--- src/rtl/fir_addr_seq_pkg.sv ---
// rtl/fir_addr_seq_pkg.sv - shared definitions for the FIR address sequencer
// Holds the sequencer state encodings, the default geometry and the
// {bank,tap} address field widths used by the sequencer and its tap counter.
package fir_addr_seq_pkg;

  localparam int FIR_TAPS     = 10;
  localparam int FIR_NUM_BANK = 4;

  // Address layout: tap in [3:0], bank in [5:4]
  localparam int TAP_W  = 4;
  localparam int BANK_W = 2;
  localparam int ADDR_W = TAP_W + BANK_W;

  typedef enum logic [2:0] {
    FIR_SEQ_IDLE      = 3'd0,
    FIR_SEQ_LOAD      = 3'd1,
    FIR_SEQ_LOAD_TAIL = 3'd2,
    FIR_SEQ_READ      = 3'd3,
    FIR_SEQ_DONE      = 3'd4
  } seq_state_t;

  function automatic logic [ADDR_W-1:0] pack_addr(input logic [BANK_W-1:0] bank,
                                                  input logic [TAP_W-1:0]  tap);
    return {bank, tap};
  endfunction

endpackage

--- src/rtl/fir_tap_cnt.sv ---
// rtl/fir_tap_cnt.sv - tap/bank counter shared by the load and read sweeps
// Ports:
//   clk, rst_n       clock, asynchronous active-low reset
//   clr              tap <= 0, bank <= 0 (unless bank_ld)
//   inc              advance tap; tap wraps to 0 with bank+1 (bank wraps too)
//   bank_ld, bank_in load bank (takes priority over clr/inc on the bank field)
//   tap, bank        current count
//   last_tap         tap == P_TAPS-1
//   last_word        last tap of the last bank
// Holds its value when neither clr nor inc is asserted.
module fir_tap_cnt
  import fir_addr_seq_pkg::*;
#(
  parameter int P_TAPS     = FIR_TAPS,
  parameter int P_NUM_BANK = FIR_NUM_BANK
) (
  input  logic              clk,
  input  logic              rst_n,
  input  logic              clr,
  input  logic              inc,
  input  logic              bank_ld,
  input  logic [BANK_W-1:0] bank_in,
  output logic [TAP_W-1:0]  tap,
  output logic [BANK_W-1:0] bank,
  output logic              last_tap,
  output logic              last_word
);

  logic last_bank;

  assign last_tap  = (tap == TAP_W'(P_TAPS - 1));
  assign last_bank = (bank == BANK_W'(P_NUM_BANK - 1));
  assign last_word = last_tap & last_bank;

  always_ff @(posedge clk or negedge rst_n) begin
    if (!rst_n) begin
      tap  <= '0;
      bank <= '0;
    end else begin
      if (clr)
        tap <= '0;
      else if (inc)
        tap <= last_tap ? '0 : tap + 1'b1;

      if (bank_ld)
        bank <= bank_in;
      else if (clr)
        bank <= '0;
      else if (inc && last_tap)
        bank <= last_bank ? '0 : bank + 1'b1;
    end
  end

endmodule

--- src/rtl/fir_addr_seq.sv ---
// rtl/fir_addr_seq.sv - coefficient-load / sample-read address sequencer for the FIR FSM
// Ports:
//   iClk12M, iRsn                 clock, asynchronous active-low reset
//   iEnSample600k, iBankSel       sample strobe and bank for the read sweep
//   iCoeffLoadReq                 start a full coefficient load
//   iCoeffVld, iCoeffDt, oCoeffRdy host coefficient stream
//   oCoeffUpdateFlag, oMemRdFlag  sweep flags to the FSM (never both high)
//   oAddrRam, oWtDtRam            {bank,tap} address and write data
//   oSampleDone, oOverrun         read sweep complete / strobe dropped pulses
//   oDropCnt                      dropped-strobe count
// Build option FIR_SEQ_DROP_CNT_EN: when defined, oDropCnt is a saturating
// count of dropped strobes; otherwise it is tied to zero.
module fir_addr_seq
  import fir_addr_seq_pkg::*;
#(
  parameter int P_TAPS     = FIR_TAPS,
  parameter int P_NUM_BANK = FIR_NUM_BANK,
  parameter int P_DW       = 16
) (
  input  logic              iClk12M,
  input  logic              iRsn,
  input  logic              iEnSample600k,
  input  logic [BANK_W-1:0] iBankSel,
  input  logic              iCoeffLoadReq,
  input  logic              iCoeffVld,
  input  logic [P_DW-1:0]   iCoeffDt,
  output logic              oCoeffRdy,
  output logic              oCoeffUpdateFlag,
  output logic              oMemRdFlag,
  output logic [ADDR_W-1:0] oAddrRam,
  output logic [P_DW-1:0]   oWtDtRam,
  output logic              oSampleDone,
  output logic              oOverrun,
  output logic [7:0]        oDropCnt
);

  seq_state_t        state_q, state_d;
  logic [ADDR_W-1:0] addr_q, addr_d;
  logic [P_DW-1:0]   wtdt_q, wtdt_d;
  logic              upd_q, upd_d, rd_q, rd_d, rdy_q, rdy_d;
  logic              done_q, done_d, ovr_q, ovr_d;
  logic              pending_q, pending_d, prime_q, prime_d;
  logic              drop;

  logic              cnt_clr, cnt_inc, cnt_bank_ld;
  logic [TAP_W-1:0]  cnt_tap;
  logic [BANK_W-1:0] cnt_bank;
  logic              cnt_last_tap, cnt_last_word;

  fir_tap_cnt #(.P_TAPS(P_TAPS), .P_NUM_BANK(P_NUM_BANK)) u_cnt (
    .clk       (iClk12M),
    .rst_n     (iRsn),
    .clr       (cnt_clr),
    .inc       (cnt_inc),
    .bank_ld   (cnt_bank_ld),
    .bank_in   (iBankSel),
    .tap       (cnt_tap),
    .bank      (cnt_bank),
    .last_tap  (cnt_last_tap),
    .last_word (cnt_last_word)
  );

  always_ff @(posedge iClk12M or negedge iRsn) begin
    if (!iRsn) begin
      state_q   <= FIR_SEQ_IDLE;
      addr_q    <= '0;
      wtdt_q    <= '0;
      upd_q     <= 1'b0;
      rd_q      <= 1'b0;
      rdy_q     <= 1'b0;
      done_q    <= 1'b0;
      ovr_q     <= 1'b0;
      pending_q <= 1'b0;
      prime_q   <= 1'b0;
    end else begin
      state_q   <= state_d;
      addr_q    <= addr_d;
      wtdt_q    <= wtdt_d;
      upd_q     <= upd_d;
      rd_q      <= rd_d;
      rdy_q     <= rdy_d;
      done_q    <= done_d;
      ovr_q     <= ovr_d;
      pending_q <= pending_d;
      prime_q   <= prime_d;
    end
  end

  // All outputs are computed one cycle ahead and registered, so each branch
  // below sets the values the FSM will see during the *next* state.
  always_comb begin
    state_d     = state_q;
    addr_d      = addr_q;
    wtdt_d      = wtdt_q;
    upd_d       = 1'b0;
    rd_d        = 1'b0;
    rdy_d       = 1'b0;
    done_d      = 1'b0;
    pending_d   = pending_q;
    prime_d     = 1'b0;
    drop        = 1'b0;
    cnt_clr     = 1'b0;
    cnt_inc     = 1'b0;
    cnt_bank_ld = 1'b0;

    unique case (state_q)
      FIR_SEQ_IDLE: begin
        addr_d = '0;
        wtdt_d = '0;
        if (iCoeffLoadReq || pending_q) begin
          // Load wins over a same-cycle strobe, which is then dropped
          state_d   = FIR_SEQ_LOAD;
          pending_d = 1'b0;
          cnt_clr   = 1'b1;
          upd_d     = 1'b1;
          rdy_d     = 1'b1;
          drop      = iEnSample600k;
        end else if (iEnSample600k) begin
          state_d     = FIR_SEQ_READ;
          cnt_clr     = 1'b1;
          cnt_bank_ld = 1'b1;
          addr_d      = pack_addr(iBankSel, '0);
          rd_d        = 1'b1;
          prime_d     = 1'b1;
        end
      end

      FIR_SEQ_LOAD: begin
        drop  = iEnSample600k;
        upd_d = 1'b1;
        rdy_d = 1'b1;
        if (iCoeffVld && rdy_q) begin
          addr_d  = pack_addr(cnt_bank, cnt_tap);
          wtdt_d  = iCoeffDt;
          cnt_inc = 1'b1;
          if (cnt_last_word) begin
            state_d = FIR_SEQ_LOAD_TAIL;
            upd_d   = 1'b0;
            rdy_d   = 1'b0;
          end
        end
      end

      // Address/data of the last word stay put for the FSM's lagging write
      FIR_SEQ_LOAD_TAIL: begin
        drop    = iEnSample600k;
        state_d = FIR_SEQ_IDLE;
        addr_d  = '0;
        wtdt_d  = '0;
      end

      // r0 re-presents tap 0 (prime_q), then taps advance one per cycle and
      // the counter parks on the last tap; once that tap has been shown the
      // sweep ends.
      FIR_SEQ_READ: begin
        drop      = iEnSample600k;
        pending_d = pending_q | iCoeffLoadReq;
        if (!prime_q && addr_q[TAP_W-1:0] == TAP_W'(P_TAPS - 1)) begin
          state_d = FIR_SEQ_DONE;
          done_d  = 1'b1;
        end else begin
          rd_d    = 1'b1;
          addr_d  = pack_addr(cnt_bank, cnt_tap);
          cnt_inc = !cnt_last_tap;
        end
      end

      FIR_SEQ_DONE: begin
        drop      = iEnSample600k;
        pending_d = pending_q | iCoeffLoadReq;
        state_d   = FIR_SEQ_IDLE;
        addr_d    = '0;
        wtdt_d    = '0;
      end

      default: begin
        state_d = FIR_SEQ_IDLE;
        addr_d  = '0;
        wtdt_d  = '0;
      end
    endcase

    ovr_d = drop;
  end

  assign oCoeffRdy        = rdy_q;
  assign oCoeffUpdateFlag = upd_q;
  assign oMemRdFlag       = rd_q;
  assign oAddrRam         = addr_q;
  assign oWtDtRam         = wtdt_q;
  assign oSampleDone      = done_q;
  assign oOverrun         = ovr_q;

`ifdef FIR_SEQ_DROP_CNT_EN
  logic [7:0] drop_cnt_q;

  always_ff @(posedge iClk12M or negedge iRsn) begin
    if (!iRsn)
      drop_cnt_q <= 8'd0;
    else if (drop && drop_cnt_q != 8'hFF)
      drop_cnt_q <= drop_cnt_q + 8'd1;
  end

  assign oDropCnt = drop_cnt_q;
`else
  assign oDropCnt = 8'd0;
`endif

endmodule

--- config.mk ---
export PLATFORM = sky130hd
export DESIGN_NAME = fir_addr_seq
export DESIGN_NICKNAME = d
export VERILOG_FILES = /design/src/rtl/fir_addr_seq_pkg.sv /design/src/rtl/fir_tap_cnt.sv /design/src/rtl/fir_addr_seq.sv
export SDC_FILE = /design/constraint.sdc
export NUM_CORES = 1
export LEC_CHECK = 0
export CAP_MARGIN = 0
export CELL_PAD_IN_SITES_DETAIL_PLACEMENT = 0
export CELL_PAD_IN_SITES_GLOBAL_PLACEMENT = 1
export CORE_UTILIZATION = 37
export DETAILED_ROUTE_END_ITERATION = 12
export PLACE_DENSITY = 0.87
export SETUP_SLACK_MARGIN = 0.1
export SLEW_MARGIN = 20
export SYNTH_ARGS = -nofsm -noshare
export SYNTH_HDL_FRONTEND = slang
export SYNTH_SLANG_ARGS = --single-unit
export TNS_END_PERCENT = 5
--- constraint.sdc ---
create_clock -name iClk12M -period 2.3 [get_ports iClk12M]
set_input_delay 0.46 -clock iClk12M [delete_from_list [all_inputs] [get_ports iClk12M]]
set_output_delay 0.46 -clock iClk12M [all_outputs]
set_load 0.02 [all_outputs]
=== Word level (Yosys, flattened, before mapping) ===
Cells that the tools add are included.

* Input port bits: 23
* Memories kept: 0
* Memory bits (read-only): 0
* Register bits: 37
* Bits in latches: 0
* Word-level logic and storage cells: 85
* RAM bits: 0

* Shift-type cells: 0
* Eq/ne operators: 13
* Mux-type cells: 40
* $add $sub $neg: 2
* Reduce and logical (&&, ||, !) cells: 16
* Bitwise gates (word level): 3
* Div/mod/pow operators: 0
* Multiply operators: 0
* Magnitude comparators: 0

{| class="wikitable"
|+ Operators by type and width
! cell !! number
|-
| one-hot mux 16 bit (2 select lines) || 1
|-
| 2-to-1 mux 6 bit || 4
|-
| one-hot mux 6 bit (3 select lines) || 1
|-
| 2-to-1 mux 16 bit || 1
|-
| 2-to-1 mux 1 bit || 15
|-
| 2-to-1 mux 3 bit || 5
|-
| 2-to-1 mux 4 bit || 3
|-
| != test 2 bit, second input constant || 5
|-
| one-hot mux 1 bit (2 select lines) || 5
|-
| one-hot mux 3 bit (3 select lines) || 1
|-
| == test 4 bit, second input constant || 2
|-
| 2-to-1 mux 2 bit || 4
|-
| == test 3 x 2 -> 1 bit, second input constant || 2
|-
| AND reduction 2 bit || 3
|-
| adder 4 x 1 -> 4 bit, second input constant || 1
|-
| AND reduction 4 bit || 1
|-
| nonzero test 2 bit || 2
|-
| OR reduction 4 bit || 1
|-
| == test 3 x 1 -> 1 bit, second input constant || 1
|-
| == test 3 bit, second input constant || 1
|-
| logical AND 1 bit || 3
|-
| zero test 3 bit || 1
|-
| != test 3 bit, second input constant || 1
|-
| nonzero test 3 bit || 1
|-
| other kinds (8) || 9
|}

=== Depth between registers and ports, before layout ===
* Depth in word-level cells: 8
* Mapped depth: 6
* Depth with buffers taken out: 6

=== Cells and area by module ===
A second synthesis with hierarchy kept.

* Cell total of the unflattened synthesis: 155
* Area, all modules: 1,791.7 um2

{| class="wikitable"
|+ By module, submodules not included
! module !! area each (um2) !! sequential area each (um2) !! cells each !! times used
|-
| fir_addr_seq || 1,417.6 || 775.7 || 120 || 1
|-
| fir_tap_cnt || 374.1 || 150.1 || 35 || 1
|}

=== Worst setup path before layout ===
OpenSTA, ideal clock, no wires.

* Kind: register to register
* From: reg addr_q[2] (netlist: oAddrRam[2])
* To: reg addr_q[4] (netlist: oAddrRam[4])
* Buffers on the path: 0
* Clock period less this slack: 1,627 ps
* Setup slack: 673 ps
* Library setup time: 125 ps
* Stages on the path, launching flop included: 5
* Arrival time: 1,502 ps
* Cells stage by stage: dfrtp_1 nand4bb_1 o22a_2 nor2_4 mux2_2

* Word-level cells in the longest chain between the ends: 4

{| class="wikitable"
|+ Ends and longest elaborated chain
! what !! line !! text
|-
| start: declaration || fir_addr_seq.sv:38 || <nowiki>logic [ADDR_W-1:0] addr_q, addr_d;</nowiki>
|-
| start signal: assignment || fir_addr_seq.sv:77 || <nowiki>addr_q <= addr_d;</nowiki>
|-
| == test 4 bit || fir_addr_seq.sv:158 || <nowiki>if (!prime_q && addr_q[TAP_W-1:0] == TAP_W'(P_TAPS - 1)) begin</nowiki>
|-
| logical AND 1 bit || fir_addr_seq.sv:158 ||
|-
| != test 2 bit (no source line) || n/a ||
|-
| AND reduction 2 bit (no source line) || n/a ||
|}

Every way passes these cells.
A chain may end at the register's enable or synchronous reset.

=== Worst setup path in the final report ===
* From: reg addr_q[1] (netlist: oAddrRam[1])
* To: out oAddrRam[1]

{| class="wikitable"
|+ RTL lines
! what !! line !! text
|-
| end: declaration || fir_addr_seq.sv:30 || <nowiki>output logic [ADDR_W-1:0] oAddrRam,</nowiki>
|}

No word-level cell between the ends.

==> metrics.txt <==
crit path DAT=1420 ps; Via density=5.376; maxcap violations=0; Multi-input gate area=701.9 um^2; critical path's top delay family=buffers and inverters; top_reg_cell synth=dfrtp_1; CP startpoint kind=flop; largest area contributor in the netlist=dfrtp_1; Worst Setup End Kind=output pin; Netlist Area Pre-Place=between 1500 and 2000 um^2; busiest grt layer=met2; Least-Margin Pin Slew=607.7 ps; placed inst area=roughly 2200 um^2; Slew HR=slightly below 60%; met1 Track Usage GR=roughly 22%; maximum vdd drop=about 470 uV; commonest non-fill, non-tap cell in the layout=clkdlybuf4s50_1; Yosys top cell area share=approximately 53%; GPL Wtd Cong=0.7896; failing checks=DRC; die height=~71 um; Sequential Area=between 900 and 1000 um^2; HPWL Detailed=approximately 2600 um; slowest library cell on the worst path=clkdlybuf4s50_1; status=finished, violations left; M2 GR Usage=approximately 24%; worst-path cell chain=clkdlybuf4s50_1; crit-path max cell delay=660 ps; worst min path class=reg2reg; DRT Pass-1 Iters=8; synth unique cells=44; Yosys reg bits=37; first-pass GRT wire length=roughly 6300 um; Final Max Slew Viols=0; Post-Syn Instances=about 150; Critical Path Stages=1; clock buffer count from CTS=5; worst reg2reg path depth=4; Fin. Hold Viols=0; layout cell share with drive strength beyond 1=under 10%; # fillers=just over 400; clock net sink count=37; Area contributors post-synth=dfrtp_1 53%, a22o_1 9.1%, buf_4 4.3%, ha_1 2.2%, nand3_1 2.0%; initial antenna violation count=0; Ports=58; CP Class=reg2out; Total Routed Length=between 3000 and 4000 um; gr ovfl total=0; Max Clk Rate=approximately 0.53 GHz; # DRC=16; EDFF count, synth=0; GRT Total Usage=16.35%; Cell Rows=24; synth warn=0; WL/cell=about 15 um; clock buffer depth=2; vias in the first global route=around 1300; CP Buf/Inv Count=1; clock skew=~3.8 ps; Initial Utilization=approximately two fifths; die area=about 5000 um^2; Setup violations, final=0; met3 usage=under 10%; diode count=0; Skew-Pair Late Insertion Delay=between 200 and 300 ps; cell area after layout=approximately 2300 um^2; Setup WS pre-CTS=307.1 ps; width of the die=slightly above 70 um; DR iter-0 viols=around 100; final worst slack=roughly 420 ps; core area=between 4000 and 5000 um^2; Worst Path Required=between 1500 and 2000 ps; setup bufs post-CTS=0; Post-layout nets=between 200 and 250; Pwr per Cell Area=about 1300 nW/um^2; Avg Cell Area, Syn=~11 um^2; setup TNS after final layout=0 ps; Core Util, Final=51.83%; Hold Crit Depth=1; commonest non-fill, non-tap cells in the layout=49 x clkdlybuf4s50_1, 37 x dfrtp_1, 18 x a22o_1; R2R setup slack=570 ps; number of port buffers=49; routed via count=1371; TritonCTS clock tree=built; RSZ-0062 raised after global routing=false; final period utilization=81.72%; FFs w/ async S/R, synth=between 90% and 100%; CTS clock-pin slew for the worst setup and hold paths=~70 ps; crit path max fanout=7; P&R area growth vs syn=32.26%; hold-fix buffers at CTS=0; Gates resized, CTS repair=0; minimum clock period=between 1500 and 2000 ps; pin count of the biggest net entering global routing=38; post-route ant nets=0; H-Tree Depth=2; root buffer cell=clkbuf_8; sequential share of the synthesized area=between 50 and 60%; Leak=about 1.0 nW
-- cell families (layout without fill, tap and decap cells) --
| logic type | Yosys count | in the layout | share of synthesized area [%] |
|---|---|---|---|
| AO/OA/AOI/OAI | 44 | 44 | 19.97 |
| AND/OR/NAND/NOR | 43 | 43 | 14.51 |
| flip-flops | 37 | 37 | 53.16 |
| buffers and inverters | 22 | 65 | 8.046 |
| adder cells (fa/ha/maj) | 3 | 3 | 2.155 |
| multiplexers | 3 | 3 | 1.940 |
| other | 1 | 8 | 0.2153 |
-- layout make-up --
| cell class | count | area share [%] |
|---|---|---|
| clock buffer | 6 | 3.150 |
| tap | 52 | 2.825 |
| clock inverter | 2 | 0.4345 |
| timing repair buffer | 51 | 21.94 |
| sequential | 37 | 40.20 |
| multi-input combinational | 101 | 30.47 |
| inverter | 6 | 0.9777 |
-- per-layer routing --
layer  wire length, um  share of wire, %  up-vias
li1                  -                 -      651
met1              1733                46      645
met2              1584                42       64
met3               315               8.4       11
met4                96               2.6        0
met5                 0                 0        -
-- path summary, 6_finish.rpt --
kind	endpoint	start
setup / recovery	oAddrRam[1]	oAddrRam[1]
hold / removal	oWtDtRam[14]	oWtDtRam[14]
setup reg to reg	oAddrRam[4]	oAddrRam[2]
hold reg to reg	oWtDtRam[14]	oWtDtRam[14]
max in group asynchronous	oAddrRam[3]	iRsn
min in group asynchronous	oWtDtRam[9]	iRsn
-- report_power, final --
part | total [mW] | switching (mW) | internal [mW]
sequential | 1.10 | 0.211 | 0.894
clock | 0.428 | 0.218 | 0.210
combinational | 1.47 | 0.774 | 0.693
total | 3.00 | 1.20 | 1.80
-- registers in the layout, indices dropped and copies added (netlist names) --
register / flops
oSampleDone: 1
oCoeffRdy: 1
pending_q: 1
prime_q: 1
oWtDtRam: 16
oMemRdFlag: 1
oOverrun: 1
state_q: 3
u_cnt.tap: 4
u_cnt.bank: 2
oAddrRam: 6
-- synth_stat cells (3+ instances only) --
library cell,n
dfrtp_1,37
a22o_1,18
buf_4,10
nand3_1,7
nor2_1,6
a21oi_1,5
a31oi_1,5
inv_1,5
nand2_1,5
buf_2,4
nor3_1,4
a21bo_1,3
ha_1,3
nand2b_1,3
-- metrics by stage --
| step | instances | hold WS (ps) | power [mW] |
|---|---|---|---|
| 3_5_place_dp | 247 | 481.4 | 2.576 |
| 4_1_cts | 255 | 504.0 | 3.017 |
| 5_1_grt | 255 | 514.5 | 3.227 |
| 3_3_place_gp | 247 | 481.5 | 2.571 |
| 2_1_floorplan | 160 | 164.4 | 2.053 |
| 6_report | 255 | 498.3 | 3.000 |
Power figures use the tool's default switching activity.
